### config.mk
export PLATFORM = sky130hd
export DESIGN_NAME = glitch_monitor_flat
export DESIGN_NICKNAME = d
export VERILOG_FILES = /design/src/rtl/glitch_pkg.sv /design/src/rtl/glitch_monitor_if.sv /design/src/rtl/glitch_monitor_sync_rise.sv /design/src/rtl/glitch_monitor.sv /design/src/flat_wrapper.sv
export SDC_FILE = /design/constraint.sdc
export NUM_CORES = 1
export LEC_CHECK = 0
export ABC_AREA = 1
export BUFFER_PORTS_ARGS = -buffer_cell sky130_fd_sc_hd__buf_2
export CAP_MARGIN = 20
export CELL_PAD_IN_SITES_DETAIL_PLACEMENT = 1
export CELL_PAD_IN_SITES_GLOBAL_PLACEMENT = 1
export CORE_UTILIZATION = 39
export CTS_CLUSTER_DIAMETER = 60
export CTS_CLUSTER_SIZE = 24
export DETAILED_ROUTE_END_ITERATION = 7
export PLACE_DENSITY_LB_ADDON = 0.25
export SLEW_MARGIN = 10
export SYNTH_ARGS = -nofsm -noshare
export SYNTH_HDL_FRONTEND = slang
export SYNTH_SLANG_ARGS = --single-unit
### constraint.sdc
create_clock -name clk -period 3.7 [get_ports clk]
set_input_delay 0.37 -clock clk [delete_from_list [all_inputs] [get_ports clk]]
set_output_delay 0.37 -clock clk [all_outputs]
set_load 0.1 [all_outputs]
### src/rtl/glitch_pkg.sv
// Constants and state encoding shared by the glitch generator, the glitch monitor
// and their benches, so every side agrees on default counts.
package glitch_pkg;

    localparam int unsigned DEFAULT_CNT_WIDTH     = 32;
    localparam int unsigned DEFAULT_SYNC_STAGES   = 2;
    localparam int unsigned DEFAULT_DELAY_COUNT   = 100;
    localparam int unsigned DEFAULT_GWIDTH_COUNT  = 20;
    localparam logic [31:0] DEFAULT_TIMEOUT_COUNT = 32'd400_000_000;

    typedef enum logic [2:0] {
        ST_IDLE    = 3'd0,
        ST_DELAY   = 3'd1,
        ST_WIDTH   = 3'd2,
        ST_REPORT  = 3'd3,
        ST_RELEASE = 3'd4
    } mon_state_e;

endpackage : glitch_pkg

### src/rtl/glitch_monitor_if.sv
// Result channel from the glitch monitor to a readout/logging block (valid/ready).
interface glitch_monitor_if #(
    parameter int unsigned CNT_WIDTH = glitch_pkg::DEFAULT_CNT_WIDTH
);

    logic [CNT_WIDTH-1:0] meas_delay;
    logic [CNT_WIDTH-1:0] meas_width;
    logic                 meas_timeout;
    logic                 meas_valid;
    logic                 meas_ready;

    modport master (
        output meas_delay,
        output meas_width,
        output meas_timeout,
        output meas_valid,
        input  meas_ready
    );

    modport slave (
        input  meas_delay,
        input  meas_width,
        input  meas_timeout,
        input  meas_valid,
        output meas_ready
    );

endinterface : glitch_monitor_if

### src/rtl/glitch_monitor_sync_rise.sv
// Multi-flop synchronizer for one asynchronous input, plus a rising-edge strobe
// built only from registered signals.
module sync_rise #(
    parameter int unsigned SYNC_STAGES = 2
) (
    input  logic clk,
    input  logic rst,
    input  logic d_i,
    output logic level_o,
    output logic rise_o
);

    logic [SYNC_STAGES-1:0] sync_q;
    logic                   prev_q;

    // NOTE: sequential state uses non-blocking assignments so every flop samples
    // the pre-edge value of its neighbour; blocking here would collapse the chain.
    always_ff @(posedge clk or posedge rst) begin
        if (rst) begin
            sync_q <= '0;
            prev_q <= 1'b0;
        end else begin
            sync_q <= {sync_q[SYNC_STAGES-2:0], d_i};
            prev_q <= sync_q[SYNC_STAGES-1];
        end
    end

    assign level_o = sync_q[SYNC_STAGES-1];
    assign rise_o  = sync_q[SYNC_STAGES-1] & ~prev_q;

endmodule : sync_rise

### src/rtl/glitch_monitor.sv
// Measures trigger-rise to glitch-rise delay and glitch high time in clk cycles
// and hands each result to a consumer over a valid/ready channel.
module glitch_monitor
    import glitch_pkg::*;
#(
    parameter int unsigned          CNT_WIDTH     = DEFAULT_CNT_WIDTH,
    parameter logic [CNT_WIDTH-1:0] TIMEOUT_COUNT = DEFAULT_TIMEOUT_COUNT,
    parameter int unsigned          SYNC_STAGES   = DEFAULT_SYNC_STAGES
) (
    input  logic             clk,
    input  logic             rst,
    input  logic             trigger,
    input  logic             glitch,
    glitch_monitor_if.master meas_if,
    output logic             busy
);

    logic trig_s;
    logic trig_rise;
    logic glit_s;
    logic glit_rise_unused;

    // Both inputs see identical synchronizer latency, so it cancels out of the delay.
    sync_rise #(.SYNC_STAGES(SYNC_STAGES)) u_sync_trig (
        .clk     (clk),
        .rst     (rst),
        .d_i     (trigger),
        .level_o (trig_s),
        .rise_o  (trig_rise)
    );

    sync_rise #(.SYNC_STAGES(SYNC_STAGES)) u_sync_glit (
        .clk     (clk),
        .rst     (rst),
        .d_i     (glitch),
        .level_o (glit_s),
        .rise_o  (glit_rise_unused)
    );

    mon_state_e           state_q, state_d;
    logic [CNT_WIDTH-1:0] dcnt_q, dcnt_d;
    logic [CNT_WIDTH-1:0] wcnt_q, wcnt_d;
    logic [CNT_WIDTH-1:0] delay_q, delay_d;
    logic [CNT_WIDTH-1:0] width_q, width_d;
    logic                 timeout_q, timeout_d;
    logic                 valid_q, valid_d;
    logic                 busy_q;

    // NOTE: every register is cleared by reset, including the result registers,
    // so a reset mid-measurement leaves nothing stale on the result channel.
    always_ff @(posedge clk or posedge rst) begin
        if (rst) begin
            state_q   <= ST_IDLE;
            dcnt_q    <= '0;
            wcnt_q    <= '0;
            delay_q   <= '0;
            width_q   <= '0;
            timeout_q <= 1'b0;
            valid_q   <= 1'b0;
            busy_q    <= 1'b0;
        end else begin
            state_q   <= state_d;
            dcnt_q    <= dcnt_d;
            wcnt_q    <= wcnt_d;
            delay_q   <= delay_d;
            width_q   <= width_d;
            timeout_q <= timeout_d;
            valid_q   <= valid_d;
            busy_q    <= (state_d != ST_IDLE);
        end
    end

    // NOTE: all outputs of this block get a default first, so no path can infer a latch.
    always_comb begin
        state_d   = state_q;
        dcnt_d    = dcnt_q;
        wcnt_d    = wcnt_q;
        delay_d   = delay_q;
        width_d   = width_q;
        timeout_d = timeout_q;
        valid_d   = valid_q;

        unique case (state_q)
            ST_IDLE: begin
                if (trig_rise) begin
                    if (glit_s) begin
                        dcnt_d  = '0;
                        wcnt_d  = CNT_WIDTH'(1);
                        state_d = ST_WIDTH;
                    end else begin
                        dcnt_d  = CNT_WIDTH'(1);
                        state_d = ST_DELAY;
                    end
                end
            end

            ST_DELAY: begin
                if (glit_s) begin
                    wcnt_d  = CNT_WIDTH'(1);
                    state_d = ST_WIDTH;
                end else if (dcnt_q == TIMEOUT_COUNT) begin
                    delay_d   = dcnt_q;
                    width_d   = '0;
                    timeout_d = 1'b1;
                    valid_d   = 1'b1;
                    state_d   = ST_REPORT;
                end else begin
                    dcnt_d = dcnt_q + CNT_WIDTH'(1);
                end
            end

            ST_WIDTH: begin
                if (glit_s) begin
                    if (wcnt_q != '1) begin
                        wcnt_d = wcnt_q + CNT_WIDTH'(1);
                    end
                end else begin
                    delay_d   = dcnt_q;
                    width_d   = wcnt_q;
                    timeout_d = 1'b0;
                    valid_d   = 1'b1;
                    state_d   = ST_REPORT;
                end
            end

            ST_REPORT: begin
                if (valid_q && meas_if.meas_ready) begin
                    valid_d = 1'b0;
                    state_d = ST_RELEASE;
                end
            end

            ST_RELEASE: begin
                // A trigger still high from the last shot must drop before re-arming.
                if (!trig_s) begin
                    state_d = ST_IDLE;
                end
            end

            default: state_d = ST_IDLE;
        endcase
    end

    assign meas_if.meas_delay   = delay_q;
    assign meas_if.meas_width   = width_q;
    assign meas_if.meas_timeout = timeout_q;
    assign meas_if.meas_valid   = valid_q;
    assign busy                 = busy_q;

endmodule : glitch_monitor
### src/flat_wrapper.sv
// flat-port wrapper written by rule: the top's interface ports become plain ports
module glitch_monitor_flat import glitch_pkg::*;
#(
    parameter int unsigned          CNT_WIDTH     = DEFAULT_CNT_WIDTH,
    parameter logic [CNT_WIDTH-1:0] TIMEOUT_COUNT = DEFAULT_TIMEOUT_COUNT,
    parameter int unsigned          SYNC_STAGES   = DEFAULT_SYNC_STAGES
)
  (clk, rst, trigger, glitch, busy, meas_if_meas_delay, meas_if_meas_width, meas_if_meas_timeout, meas_if_meas_valid, meas_if_meas_ready);
  glitch_monitor_if #(.CNT_WIDTH(CNT_WIDTH)) meas_if_i ();
  input  logic clk;
  input  logic rst;
  input  logic trigger;
  input  logic glitch;
  output logic busy;
  output wire logic [$bits(meas_if_i.meas_delay)-1:0] meas_if_meas_delay;
  output wire logic [$bits(meas_if_i.meas_width)-1:0] meas_if_meas_width;
  output wire logic [$bits(meas_if_i.meas_timeout)-1:0] meas_if_meas_timeout;
  output wire logic [$bits(meas_if_i.meas_valid)-1:0] meas_if_meas_valid;
  input wire logic [$bits(meas_if_i.meas_ready)-1:0] meas_if_meas_ready;
  assign meas_if_meas_delay = meas_if_i.meas_delay;
  assign meas_if_meas_width = meas_if_i.meas_width;
  assign meas_if_meas_timeout = meas_if_i.meas_timeout;
  assign meas_if_meas_valid = meas_if_i.meas_valid;
  assign meas_if_i.meas_ready = meas_if_meas_ready;
  glitch_monitor #(.CNT_WIDTH(CNT_WIDTH), .TIMEOUT_COUNT(TIMEOUT_COUNT), .SYNC_STAGES(SYNC_STAGES)) u_core (.clk(clk), .rst(rst), .trigger(trigger), .glitch(glitch), .meas_if(meas_if_i), .busy(busy));
endmodule
# --- After elaboration in Yosys (flattened, before gate mapping) ---
# Index checks and enable logic that the tools add are counted.
word_totals:
  reg_bits: 139
  inputBits: 5
classes:
  add_sub_neg: 2
  eq_ne: 14
  muxes: 33
  bitwise: 2
  n_reduce_logical: 11
op_table:
  columns: ["operator", "count"]
  rows:
  - ["32-bit two-way mux", 13]
  - ["32-bit case mux with 2 select lines", 3]
  - ["32-bit case mux with 3 select lines", 1]
  - ["32-bit by 1-bit adder with 32-bit output (second input constant)", 2]
  - ["32-bit by 29-bit equality test with 1-bit output (second input constant)", 1]
  - ["32-bit != test (second input constant)", 1]
  - ["3-bit two-way mux", 6]
  - ["3-bit case mux with 5 select lines", 1]
  - ["4-bit AND reduction", 3]
  - ["3-bit nonzero test", 3]
  - ["2-bit by 1-bit != test with 1-bit output (second input constant)", 4]
  - ["2-bit != test (second input constant)", 4]
  - ["3-bit by 2-bit equality test with 1-bit output (second input constant)", 2]
  - ["1-bit two-way mux", 6]
  - ["5-bit AND reduction", 1]
  - ["2-bit nonzero test", 2]
  - ["3-bit by 1-bit equality test with 1-bit output (second input constant)", 1]
  - ["3-bit equality test (second input constant)", 1]
  - ["3-bit logical NOT", 1]
  - ["1-bit case mux with 3 select lines", 1]
  - ["2-bit two-way mux", 1]
  - ["1-bit case mux with 2 select lines", 1]
  - ["1-bit bitwise AND", 1]
  - ["1-bit logical AND", 1]
  - ["1-bit NOT", 1]

# --- Logic depth before layout (Yosys ltp) ---
depth:
  word_depth: 5
  depth_mapped: 14
  depth_no_buf: 11

# --- By module ---
# From an unflattened synthesis, not the netlist that was laid out.
unflattened:
  cells_unflattened: 1093
  hier_area_um2: 7544.7
modules_own_cells:
  columns: ["module", "n_inst", "cells_per_inst", "area_per_inst_um2", "seq_area_each_um2"]
  rows:
  - ["glitch_monitor", 1, 1081, 7367.1, 3353.2]
  - ["sync_rise", 2, 6, 88.8, 75.1]

# --- Worst setup path before layout ---
# No wires, ideal clock.
synth_path:
  path_type: "reg-to-reg"
  startpoint: "register u_core.dcnt_q[0]"
  endpoint: "register u_core.delay_q[0], in the netlist u_core.meas_if.meas_delay[0]"
  arrival_ns: 1.657
  setup_slack_ns: 1.921
  path_stages_with_launch: 15
  path_buffers: 3
  synth_period_minus_slack_ns: 1.779
  path_cell_list: "dfrtp_1 buf_2 inv_1 ha_1 nand2_1 nor2_1 nand2_1 nor2_4 nand3_1 nand2_2 inv_2 buf_6 buf_6 nand2_1 nand2_1"
synth_via:
  elab_chain_cells: 3
synth_lines:
  columns: ["item", "line", "rtl"]
  rows:
  - ["start, declared", "glitch_monitor.sv:41", "logic [CNT_WIDTH-1:0] dcnt_q, dcnt_d;"]
  - ["start signal, assigned", "glitch_monitor.sv:63", "dcnt_q <= dcnt_d;"]
  - ["32-bit by 29-bit equality test with 1-bit output or 32-bit two-way mux (tied branches)", "glitch_monitor.sv:101", "end else if (dcnt_q == TIMEOUT_COUNT) begin"]
  - ["2-bit by 1-bit != test with 1-bit output (no source line) or 32-bit two-way mux (tied branches)", null, null]
  - ["4-bit AND reduction (no source line) or 32-bit case mux with 2 select lines (tied branches)", null, null]
  - ["end signal, assigned", "glitch_monitor.sv:65", "delay_q <= delay_d;"]
  - ["end, declared", "glitch_monitor.sv:43", "logic [CNT_WIDTH-1:0] delay_q, delay_d;"]
# Parallel ways exist; a longest one is shown, timed or not. The select of a mux whose other input is x is not followed.
# A chain may end at the register's enable or synchronous reset.

# --- Worst setup path in the final report ---
layout_path:
  startpoint: "register u_core.wcnt_q[0]"
  endpoint: "register u_core.wcnt_q[22]"
layout_via:
  elab_chain_cells: 4
layout_lines:
  columns: ["item", "line", "rtl"]
  rows:
  - ["start, declared", "glitch_monitor.sv:42", "logic [CNT_WIDTH-1:0] wcnt_q, wcnt_d;"]
  - ["start signal, assigned", "glitch_monitor.sv:64", "wcnt_q <= wcnt_d;"]
  - ["32-bit by 1-bit adder with 32-bit output", "glitch_monitor.sv:115", "wcnt_d = wcnt_q + CNT_WIDTH'(1);"]
  - ["32-bit two-way mux", "glitch_monitor.sv:114", "if (wcnt_q != '1) begin"]
  - ["32-bit two-way mux", "glitch_monitor.sv:113", "if (glit_s) begin"]
  - ["32-bit case mux with 3 select lines", "glitch_monitor.sv:83", "unique case (state_q)"]
# Parallel ways exist; a longest one is shown, timed or not. The select of a mux whose other input is x is not followed.

==> metrics.md <==
| Metric | Value |
|---|---|
| Most area-consuming cells after synthesis | `dfrtp_1 (47%), nand2_1 (25%), nor2_1 (6.7%)` |
| Max H-tree Level | `4` |
| Clk sinks | `139` |
| CTS tree | `done` |
| Share of the synthesized area in the top cell type | `46.6%` |
| N_diodes | `0` |
| Post-CTS Hold Buffers | `0` |
| Hold Worst Slack | `0.0466 ns` |
| Worst-path cell chain | `ha_1 -> nand3_1 -> inv_2 -> nand3_1 -> nor2_1 -> nand3_1 -> nand2_1 -> buf_4 -> nand2_1 -> o21ai_1` |
| Post-synthesis cell area | `7470 um2` |
| Core area | `18700 um2` |
| Hold crit path type | `primary input to flip-flop` |
| Layout area overhead | `16.2%` |
| Routed vias | `7009` |
| R2R Setup Slk | `1.23 ns` |
| Count leader, synth | `nand2_1` |
| Max-cap violations | `0` |
| Slew Viols, Final | `0` |
| TritonRoute pass-1 iters | `5` |
| Slew HR | `57.1%` |
| Static leakage | `4.21 nW` |
| Fin Clk Skew | `0.0119 ns` |
| First-pass GRT wire length | `36.6 mm` |
| CP peak stage delay | `0.46 ns` |
| Total Die Area | `19700 um2` |
| Worst setup SP type | `flip-flop` |
| # DRC | `0` |
| Synth warn | `0` |
| Power Density | `559 nW/um2` |
| Nets | `1140` |
| Share of cells above drive strength 1 | `11.7%` |
| Setup violators final | `0` |
| ANT nets after route | `0` |
| Row cnt | `50` |
| Wire per inst | `15.7 um` |
| # Post-CTS Setup Buffers | `0` |
| Crit-path slowest cell | `dfrtp_1` |
| Post-layout min period | `2.47 ns` |
| DP HPWL | `15.4 mm` |
| Count of cell types in the netlist | `28` |
| Cts repair resizes | `0` |
| Via/cell ratio | `5.08` |
| Max Root-Sink Buffers | `2` |
| WL final | `21.7 mm` |
| GRT Resource Usage Total | `23.6%` |
| Worst-path clk slew | `0.06 ns` |
| Run status | `complete, no violations` |
| Register area | `3480 um2` |
| EDFF count, synth | `0` |
| Final Hold Fails | `0` |
| Post-route clock period utilization | `66.8%` |
| RePlAce Congestion | `0.858` |
| Syn avg cell area | `7.00 um2` |
| Synth area leader | `dfrtp_1` |
| Die Width | `140 um` |
| Clk Tree Root Cell | `clkbuf_16` |
| DIE HEIGHT | `140 um` |
| RR Startpoint | `u_core.wcnt_q[0]$_DFFE_PP0P_` |
| Synth Flop Type | `dfrtp_1` |
| Worst slew pin tran | `0.643 ns` |
| Top cells by count, synth | `nand2_1 (503), dfrtp_1 (139), nor2_1 (134)` |
| Inserted Clock Buffers | `17` |
| Crit path DAT | `2.82 ns` |
| Initial antenna violation count | `0` |
| Vias in the first global route | `7004` |
| Worst vdd ir | `0.000514 V` |
| FFs w/ async S/R, synth | `100%` |
| Fin util | `46.4%` |
| TNS Setup | `0 ns` |
| Largest net degree at the start of global routing | `103` |
| Critical path origin | `u_core.wcnt_q[0]$_DFFE_PP0P_` |
| Fmax | `404 MHz` |
| Footprint of the multi-input gates | `3500 um2` |
| DRT iter0 DRCs | `411` |
| Gr ovfl total | `0` |
| Worst setup path end | `u_core.wcnt_q[22]$_DFFE_PP0P_` |
| Synth Instances | `1067` |
| Port Buffers | `71` |
| Starting density of the core | `39.9%` |
| Crit path required time | `4.05 ns` |
| Fillcell total | `2409` |
| Critical path type | `flip-flop to flip-flop` |
| Reg2Reg Depth | `10` |
| RSZ-0062 raised after global routing | `no` |
| Later-pin clock latency in the skew report | `0.43 ns` |
| Crit Path Max Fanout | `32` |
| Seq cells post-synth | `139` |
| Synthesized Nets | `1075` |
| Crit. End Element | `flip-flop` |
| FF-to-FF End | `u_core.wcnt_q[22]$_DFFE_PP0P_` |
| Most used cell, CP | `nand3_1` |
| IO Pins | `72` |
| Register area share after synthesis | `46.6%` |
[through the flow]
stage	worst slack [ns]	cells	total power, W	cell area, um2
floorplan	1.59	1067	0.00263	7470
global placement	1.28	1346	0.00280	7960
detailed placement	1.26	1346	0.00283	7960
CTS	1.22	1378	0.00489	8660
global route	0.968	1379	0.00507	8670
finish	1.23	1379	0.00485	8670
[power by group]
| group | switching (W) | total, W | internal [W] |
|---|---|---|---|
| clock | 0.000675 | 0.00204 | 0.00137 |
| combinational | 0.000912 | 0.00112 | 0.000206 |
| sequential | 0.0000928 | 0.00169 | 0.00160 |
[flip-flops by register name (all words and copies together), names as in the netlist, 2 cells and up]
| register | flops |
|---|---|
| u_core.meas_if.meas_delay | 32 |
| u_core.wcnt_q | 32 |
| u_core.dcnt_q | 32 |
| u_core.meas_if.meas_width | 32 |
| u_core.u_sync_glit.sync_q | 2 |
| u_core.u_sync_trig.sync_q | 2 |
| u_core.state_q | 3 |
[cells in the final DEF (no fill, tap or decap), drive strengths merged]
cell type,instances
nor3,3
clkbuf,21
bufinv,7
o21ai,57
nor2,139
nand3,88
nand2,506
nand4,4
xor2,16
a21oi,1
or2,3
inv,64
clkinv,2
o31ai,1
ha,3
dfrtp,139
buf,82
clkinvlp,3
xnor2,2
o21bai,4
[layer usage]
metal	wire length (um)	track usage, %	vias to the layer above	part of all wire, %
met5	0	0	-	0
met4	342	7.06	0	1.6
met3	857	3.90	29	4.0
met2	9200	34.8	140	42
met1	11300	35.2	3387	52
li1	-	-	3453	-
[cells by family after synthesis]
group	after synthesis	synth area share, %
compound gates	63	4.44
simple gates	743	39.8
flops	139	46.6
fa+ha+maj	3	0.503
buf+inv	101	6.57
xor+xnor	18	2.11
[critical path, delay by kind of cell (launching register included)]
kind / cells / cell delay (ns)
compound gates: 1 / 0.08
fa+ha+maj: 1 / 0.38
buf+inv: 2 / 0.53
flops: 1 / 0.46
simple gates: 6 / 0.91
[worst min path at each step]
| stage | end | cells after the start | start |
|---|---|---|---|
| finish | u_core.u_sync_trig.sync_q[0]$_DFF_PP0_ | 1 | trigger |
| global route | u_core.u_sync_trig.sync_q[0]$_DFF_PP0_ | 1 | trigger |
| CTS | u_core.u_sync_trig.sync_q[0]$_DFF_PP0_ | 1 | trigger |
| detailed placement | u_core.u_sync_glit.sync_q[1]$_DFF_PP0_ | 0 | u_core.u_sync_glit.sync_q[0]$_DFF_PP0_ |
| global placement | u_core.u_sync_trig.sync_q[1]$_DFF_PP0_ | 0 | u_core.u_sync_trig.sync_q[0]$_DFF_PP0_ |
| floorplan | u_core.u_sync_glit.sync_q[1]$_DFF_PP0_ | 0 | u_core.u_sync_glit.sync_q[0]$_DFF_PP0_ |
[final cells by class]
type | count | share of cell area [%]
multi-input cells | 827 | 40.3
flip-flops and latches | 139 | 40.1
well taps | 234 | 3.38
clock buffers | 21 | 5.31
repair buffers | 82 | 5.28
inverters | 65 | 2.86
clock inverters | 11 | 2.75
(Power assumes the default switching activity.)
